$ cat src/rtl/ps2_rx_frame.sv
// PS/2 device-to-host frame receiver: pin synchronizers, 11-bit deserializer, parity/stop/timeout checks.
// Optional make/break prefix decoding is enabled with `define PS2_RX_BREAK_DECODE_EN.
module ps2_rx_frame #(
    parameter int unsigned SYNC_STAGES    = 2,
    parameter int unsigned TIMEOUT_CYCLES = 5000
) (
    input  logic       clk,
    input  logic       reset_n,
    input  logic       ps2_clk,
    input  logic       ps2_data,
    output logic [7:0] data,
    output logic       valid,
    output logic       err
`ifdef PS2_RX_BREAK_DECODE_EN
    ,
    output logic       brk,
    output logic       ext
`endif
);

    localparam int unsigned TW = $clog2(TIMEOUT_CYCLES);
    localparam logic [TW-1:0] TMO_LAST = TW'(TIMEOUT_CYCLES - 1);

    typedef enum logic [1:0] {StIdle, StData, StParity, StStop} state_e;

    logic [SYNC_STAGES-1:0] clk_sync_q, data_sync_q;
    logic                   clk_prev_q;
    logic                   clk_s, data_s, fall;

    state_e          state_q, state_d;
    logic [2:0]      bit_cnt_q, bit_cnt_d;
    logic [7:0]      shift_q, shift_d;
    logic            parity_q, parity_d;
    logic [TW-1:0]   tmo_q, tmo_d;
    logic [7:0]      data_q, data_d;
    logic            valid_q, valid_d;
    logic            err_q, err_d;
    logic            good_frame, bad_frame, timeout;

`ifdef PS2_RX_BREAK_DECODE_EN
    logic pend_brk_q, pend_brk_d, pend_ext_q, pend_ext_d;
    logic brk_q, brk_d, ext_q, ext_d;
    logic is_prefix;
`endif

    // Idle bus is high, so synchronizers reset to 1 to avoid a false fall on release.
    always_ff @(posedge clk or negedge reset_n) begin
        if (!reset_n) begin
            clk_sync_q  <= '1;
            data_sync_q <= '1;
            clk_prev_q  <= 1'b1;
        end else begin
            clk_sync_q  <= {clk_sync_q[SYNC_STAGES-2:0], ps2_clk};
            data_sync_q <= {data_sync_q[SYNC_STAGES-2:0], ps2_data};
            clk_prev_q  <= clk_s;
        end
    end

    assign clk_s  = clk_sync_q[SYNC_STAGES-1];
    assign data_s = data_sync_q[SYNC_STAGES-1];
    assign fall   = clk_prev_q & ~clk_s;

    always_comb begin
        state_d    = state_q;
        bit_cnt_d  = bit_cnt_q;
        shift_d    = shift_q;
        parity_d   = parity_q;
        tmo_d      = tmo_q;
        good_frame = 1'b0;
        bad_frame  = 1'b0;
        timeout    = 1'b0;

        unique case (state_q)
            StIdle: begin
                if (fall && !data_s) begin
                    state_d   = StData;
                    bit_cnt_d = 3'd0;
                end
            end
            StData: begin
                if (fall) begin
                    shift_d = {data_s, shift_q[7:1]};
                    if (bit_cnt_q == 3'd7) begin
                        state_d   = StParity;
                        bit_cnt_d = 3'd0;
                    end else begin
                        bit_cnt_d = bit_cnt_q + 3'd1;
                    end
                end
            end
            StParity: begin
                if (fall) begin
                    parity_d = data_s;
                    state_d  = StStop;
                end
            end
            StStop: begin
                if (fall) begin
                    state_d = StIdle;
                    if (data_s && (^{shift_q, parity_q})) good_frame = 1'b1;
                    else                                   bad_frame  = 1'b1;
                end
            end
            default: state_d = StIdle;
        endcase

        // A fall in the terminal cycle takes priority over the timeout.
        if (state_q == StIdle || fall) begin
            tmo_d = '0;
        end else if (tmo_q == TMO_LAST) begin
            timeout = 1'b1;
            state_d = StIdle;
        end else begin
            tmo_d = tmo_q + 1'b1;
        end
    end

    always_comb begin
        err_d   = bad_frame | timeout;
        valid_d = 1'b0;
        data_d  = data_q;
`ifdef PS2_RX_BREAK_DECODE_EN
        pend_brk_d = pend_brk_q;
        pend_ext_d = pend_ext_q;
        brk_d      = brk_q;
        ext_d      = ext_q;
        is_prefix  = (shift_q == 8'hF0) || (shift_q == 8'hE0);
        if (good_frame) begin
            if (shift_q == 8'hF0) begin
                pend_brk_d = 1'b1;
            end else if (shift_q == 8'hE0) begin
                pend_ext_d = 1'b1;
            end
            if (!is_prefix) begin
                valid_d    = 1'b1;
                data_d     = shift_q;
                brk_d      = pend_brk_q;
                ext_d      = pend_ext_q;
                pend_brk_d = 1'b0;
                pend_ext_d = 1'b0;
            end
        end
        if (err_d) begin
            pend_brk_d = 1'b0;
            pend_ext_d = 1'b0;
        end
`else
        if (good_frame) begin
            valid_d = 1'b1;
            data_d  = shift_q;
        end
`endif
    end

    always_ff @(posedge clk or negedge reset_n) begin
        if (!reset_n) begin
            state_q   <= StIdle;
            bit_cnt_q <= 3'd0;
            shift_q   <= 8'h00;
            parity_q  <= 1'b0;
            tmo_q     <= '0;
            data_q    <= 8'h00;
            valid_q   <= 1'b0;
            err_q     <= 1'b0;
        end else begin
            state_q   <= state_d;
            bit_cnt_q <= bit_cnt_d;
            shift_q   <= shift_d;
            parity_q  <= parity_d;
            tmo_q     <= tmo_d;
            data_q    <= data_d;
            valid_q   <= valid_d;
            err_q     <= err_d;
        end
    end

`ifdef PS2_RX_BREAK_DECODE_EN
    always_ff @(posedge clk or negedge reset_n) begin
        if (!reset_n) begin
            pend_brk_q <= 1'b0;
            pend_ext_q <= 1'b0;
            brk_q      <= 1'b0;
            ext_q      <= 1'b0;
        end else begin
            pend_brk_q <= pend_brk_d;
            pend_ext_q <= pend_ext_d;
            brk_q      <= brk_d;
            ext_q      <= ext_d;
        end
    end

    assign brk = brk_q;
    assign ext = ext_q;
`endif

    assign data  = data_q;
    assign valid = valid_q;
    assign err   = err_q;

endmodule

$ cat config.mk
export PLATFORM = sky130hd
export DESIGN_NAME = ps2_rx_frame
export DESIGN_NICKNAME = d
export VERILOG_FILES = /design/src/rtl/ps2_rx_frame.sv
export SDC_FILE = /design/constraint.sdc
export NUM_CORES = 1
export LEC_CHECK = 0
export ABC_CLOCK_PERIOD_IN_PS = 1700
export BUFFER_PORTS_ARGS = -buffer_cell sky130_fd_sc_hd__buf_2
export CORE_ASPECT_RATIO = 1.25
export CORE_MARGIN = 8
export CORE_UTILIZATION = 30
export CTS_CLUSTER_SIZE = 40
export DETAILED_ROUTE_END_ITERATION = 8
export GPL_ROUTABILITY_DRIVEN = 0
export GPL_TIMING_DRIVEN = 0
export PLACE_DENSITY = 0.45
export SLEW_MARGIN = 40
export SYNTH_ARGS = -nofsm -noshare
export SYNTH_HDL_FRONTEND = slang
export SYNTH_SLANG_ARGS = --single-unit
$ cat constraint.sdc
create_clock -name clk -period 1.7 [get_ports clk]
set_input_delay 0.17 -clock clk [delete_from_list [all_inputs] [get_ports clk]]
set_output_delay 0.17 -clock clk [all_outputs]
set_load 0.01 [all_outputs]
**Yosys cells after proc, flatten, opt, wreduce, memory -nomap -nowiden**

Cells that the tools add are included.

- Shift operators: 0
- Multipliers: 0
- Reductions and logical operators: 10
- Magnitude comparators: 0
- Bitwise gates (word level): 3
- Equal/unequal tests: 8
- Multiplexer cells: 23
- Div/mod/pow operators: 0
- Add/subtract/negate cells: 2

Operators with widths:

| cell | number |
|---|---|
| $mux 13 | 2 |
| $mux 2 | 7 |
| $add 13x1->13 const B | 1 |
| $eq 13x13->1 const B | 1 |
| $mux 1 | 9 |
| $mux 3 | 3 |
| $reduce_xor 9->1 | 1 |
| $pmux 2 s4 | 1 |
| $ne 2x2->1 const B | 3 |
| $pmux 3 s2 | 1 |
| $eq 2x2->1 const B | 2 |
| $reduce_and 2->1 | 2 |
| $add 3x1->3 const B | 1 |
| $eq 3x3->1 const B | 1 |
| $reduce_and 3->1 | 1 |
| $eq 2x1->1 const B | 1 |
| $logic_and 1x1->1 | 2 |
| $logic_not 2->1 | 1 |
| $reduce_bool 2->1 | 1 |
| $and 1x1->1 | 1 |
| $logic_not 1->1 | 1 |
| $logic_or 1x1->1 | 1 |
| $not 1->1 | 1 |
| $or 1x1->1 | 1 |

- Logic and storage cells: 57
- Input bits: 4
- Memories: 0
- Flip-flop bits (word level): 42
- Bits in writable memories: 0
- Output and inout bits: 10
- Bits in latches: 0
- Memory bits (read-only): 0

**Longest topological paths before layout**

- Word-level depth: 7
- Mapped depth: 6

**Worst setup path after synthesis**

OpenSTA, ideal clock, no wires.

- Path type: register -> register
- Start point: register shift_q[1]
- End point: register data_q[0], in the netlist data[0]
- Buffers on the path: 0
- Setup time: 0.125 ns
- Cell stages (with the launch flop): 5
- Data arrival time: 1.681 ns
- Path slack: -0.106 ns
- Required time: 1.575 ns
- Cell sequence: dfrtp_1 xor2_1 xnor3_2 mux2i_4 mux2_2

- Longest elaborated chain between the ends: 5

Ends and longest elaborated chain:

| element | RTL line | text |
|---|---|---|
| from (decl) | 32 | `logic [7:0] shift_q, shift_d;` |
| from (signal assigned) | 168 | `shift_q <= shift_d;` |
| $reduce_xor 9->1 | 100 | `if (data_s && (^{shift_q, parity_q})) good_frame = 1'b1;` |
| $logic_and 1x1->1 | 100 |  |
| $mux 1 | 100 |  |
| $mux 1 | 98 | `if (fall) begin` |
| $mux 1 | 73 | `unique case (state_q)` |
| named net good_frame | 38 | `logic good_frame, bad_frame, timeout;` |
| to (signal assigned) | 171 | `data_q <= data_d;` |
| to (decl) | 35 | `logic [7:0] data_q, data_d;` |

The timed path passes the listed nets, and every way through them passes these cells.
A chain may end at the register's enable or synchronous reset.

**Worst setup path in the final report**

- Start point: register shift_q[1]
- End point: register data_q[4], in the netlist data[4]

The elaborated chain is that of the path after synthesis.

==> flow_summary.yaml <==
place:
  io_buffers: 13
  place_ws_ns: -0.254
  dp.cells: 250
  dp_hpwl_mm: 2.32
  dpl_cell_area_sq_um: 2060
drt:
  drt_iter0_drc: 43
  wl_per_cell_um: 12.9
  dr.pass1.iters: 4
  wirelength_mm: 3.42
  vias_per_cell: 4.54
  drc: 0
  ant_nets: 0
  vias: 1203
setup_path:
  cp.required_ns: 1.88
  rrSetupSlack_ns: -0.14
  critical_path_class: "reg -> reg"
  worst_ep_arrival_time_ns: 2.02
  slowest_stage: "xnor3_2"
  cp-startpoint: "shift_q[1]"
  end_kind: "register"
  cp_num_buf_inv: 1
  reg2reg_to: "data[4]"
  critPathMaxFanout: 9
  crit_family: "multiplexers"
  reg2regPathDepth: 5
  cp-start-kind: "register"
  critical-path-max-stage-delay_ns: 0.43
  r2r-start: "shift_q[1]"
  crit_path_cell_trace: "xor2_1 -> xnor3_2 -> mux2i_4 -> buf_12 -> mux2_2"
layout:
  finalNetCount: 186
  areaGrowthSynthToFinish_pct: 21.1
  multiInputGateArea_sq_um: 831
  regArea_sq_um: 1060
  diodes: 0
  drive_gt1_share_pct: 31.7
  fin_util_pct: 37.3
  final_area_sq_um: 2280
  nFillCells: 614
  final_cells: 265
cts:
  cts_tree: "built"
  cts-root-buf: "clkbuf_8"
  clk_path_buf_depth: 2
  clkTransAtPathRegs_ns: 0.08
  insertion_delay_ns: 0.29
  cts-htree-levels: 2
  cts_buffers: 5
  clock_sinks: 42
timing:
  rsz0062_at_grt: "true"
  hold_ws_ns: 0.358
  fin_setup_tns_ns: -1.02
  finalHoldViolations: 0
  period_minus_slack_ns: 1.84
  relSlewSlack_pct: 64.8
  finalCritPeriodShare_pct: 108
  fmax_mhz: 543
  setup_viol: 8
  finalWorstSetupSlack_ns: -0.141
  worstMarginPinSlew_ns: 0.528
  fin_skew_ns: 0.00483
  drv_slew: 0
floorplanning:
  die_y_um: 105
  die_area_sq_um: 9100
  num_rows: 32
  io_pins: 14
  die_w_um: 86.9
  initial_core_util_pct: 30.8
  core_sq_um: 6130
worst_hold_path:
  min_path_cells: 0
  hp-class: "reg -> reg"
  holdPathEnd: "clk_sync_q[1]"
  hold_start: "clk_sync_q[0]"
synthesis:
  synth_top_area_share_pct: 49.1
  synth_top_cells_by_area: "dfrtp_1, mux2_2, dfstp_2, xor2_1, nor2_1"
  syn_inst: 152
  synth_common_cells: "dfrtp_1, mux2_2, nor2_1"
  postSynthAreaPerCell_sq_um: 12.4
  synth.most_common_cell: "dfrtp_1"
  yosys.area.top_type: "dfrtp_1"
  ys_types: 33
  synth_area_sq_um: 1890
  synth-seq-area-share_pct: 56.0
  synth.yosys.warnings: 0
  synthFlopType: "dfrtp_1"
  ys_ff_latch: 42
  syn_nets: 159
  async_reset_ff_share_pct: 100
  synth-edff-count: 0
power:
  peakVddDrop_mv: 0.623
  power_density_nw_per_um2: 1200
  power.total_mw: 2.75
  p_leak_nw: 1.08
global_routing:
  antenna_found_initial: 0
  grt_start_max_net_pins: 43
  grt_pass1_wl_mm: 5.94
  grt_pass1_vias: 1266
  grt-ovfl-total: 0
  grt_use_total_pct: 8.13
flow_run:
  maxCapViolations: 0
status:
  outcome: "finished with violations"
  violations: "negative setup slack"
## where the power goes
group / switching (mW) / leakage, nW / total (mW) / internal [mW]
combinational: 0.266 / 0.464 / 0.740 / 0.474
sequential: 0.129 / 0.558 / 1.24 / 1.11
clock: 0.336 / 0.0579 / 0.768 / 0.432
## area by class of cell
| cell class | count | share of cell area [%] |
|---|---|---|
| clock inverters | 3 | 1.75 |
| clock buffers | 5 | 3.01 |
| well taps | 85 | 4.65 |
| repair buffers | 22 | 6.79 |
| multi-input cells | 104 | 36.4 |
| plain buffers | 3 | 0.986 |
| flip-flops and latches | 42 | 46.3 |
| inverters | 1 | 0.164 |
## how the worst max path moves through the flow
stage	end	cells after the start
after global routing	data[1]	5
final	data[4]	5
after global placement	data[3]	4
after detailed placement	shift_q[5]	5
after CTS	data[4]	5
after floorplan	data[0]	4
## layout by cell type (no fill, tap or decap), types with 2 or more instances in the layout
master / n
dfrtp_1: 37
nor2_1: 15
mux2_2: 14
buf_2: 12
nand2_1: 9
xor2_1: 8
o21ai_0: 7
clkbuf_8: 6
buf_4: 6
dfstp_2: 5
nand3_1: 4
a22o_1: 4
or3_1: 3
xnor2_1: 3
mux2i_1: 3
nand4_1: 3
mux2_4: 3
ha_1: 3
dlygate4sd3_1: 3
nor2b_1: 2
and3_1: 2
nor4_1: 2
a21oi_1: 2
nor3_1: 2
clkinv_2: 2
## routing by layer
| metal | wire length, um | vias up | part of all wire, % | global-route usage [%] |
|---|---|---|---|---|
| li1 | - | 588 | - | - |
| met1 | 1480 | 598 | 43 | 8.87 |
| met2 | 1780 | 12 | 52 | 14.1 |
| met3 | 95 | 5 | 2.8 | 2.51 |
| met4 | 59 | 0 | 1.7 | 3.46 |
| met5 | 0 | - | 0 | 0 |
## kinds of logic (layout without fill, tap and decap cells)
family	count (synthesis)	after routing	synth area share, %
and+or+nand+nor	50	50	13.5
DFF	42	42	56.0
muxes	21	21	12.9
AOI/OAI and AO/OA	15	15	5.04
xor gates and xnor gates	15	15	9.28
buffers and inverters	6	34	1.19
adders and majority gates	3	3	1.99
## registers in the layout, summed over array words and instances, names as in the netlist
name and cells:
tmo_q 13, valid 1, parity_q 1, bit_cnt_q 3, data_sync_q 2, clk_prev_q 1
state_q 2, err 1, shift_q 8, clk_sync_q 2, data 8
## what timing repair did
action | in CTS | in global routing
setup endpoints to repair | 25 | 16
pin swaps | 1 | 0
hold buffers | 3 | 0
hold endpoints to repair | 39 | 0
setup buffers | 4 | 2
resized for setup | 9 | 2
## worst register-to-register path: cells and delay by family (launching register included)
kind	cells	cell delay, ns
multiplexers	2	0.59
XOR/XNOR	2	0.59
flip-flops	1	0.39
buffers and inverters	1	0.15
Note: power is estimated with default switching activity, not from simulation.
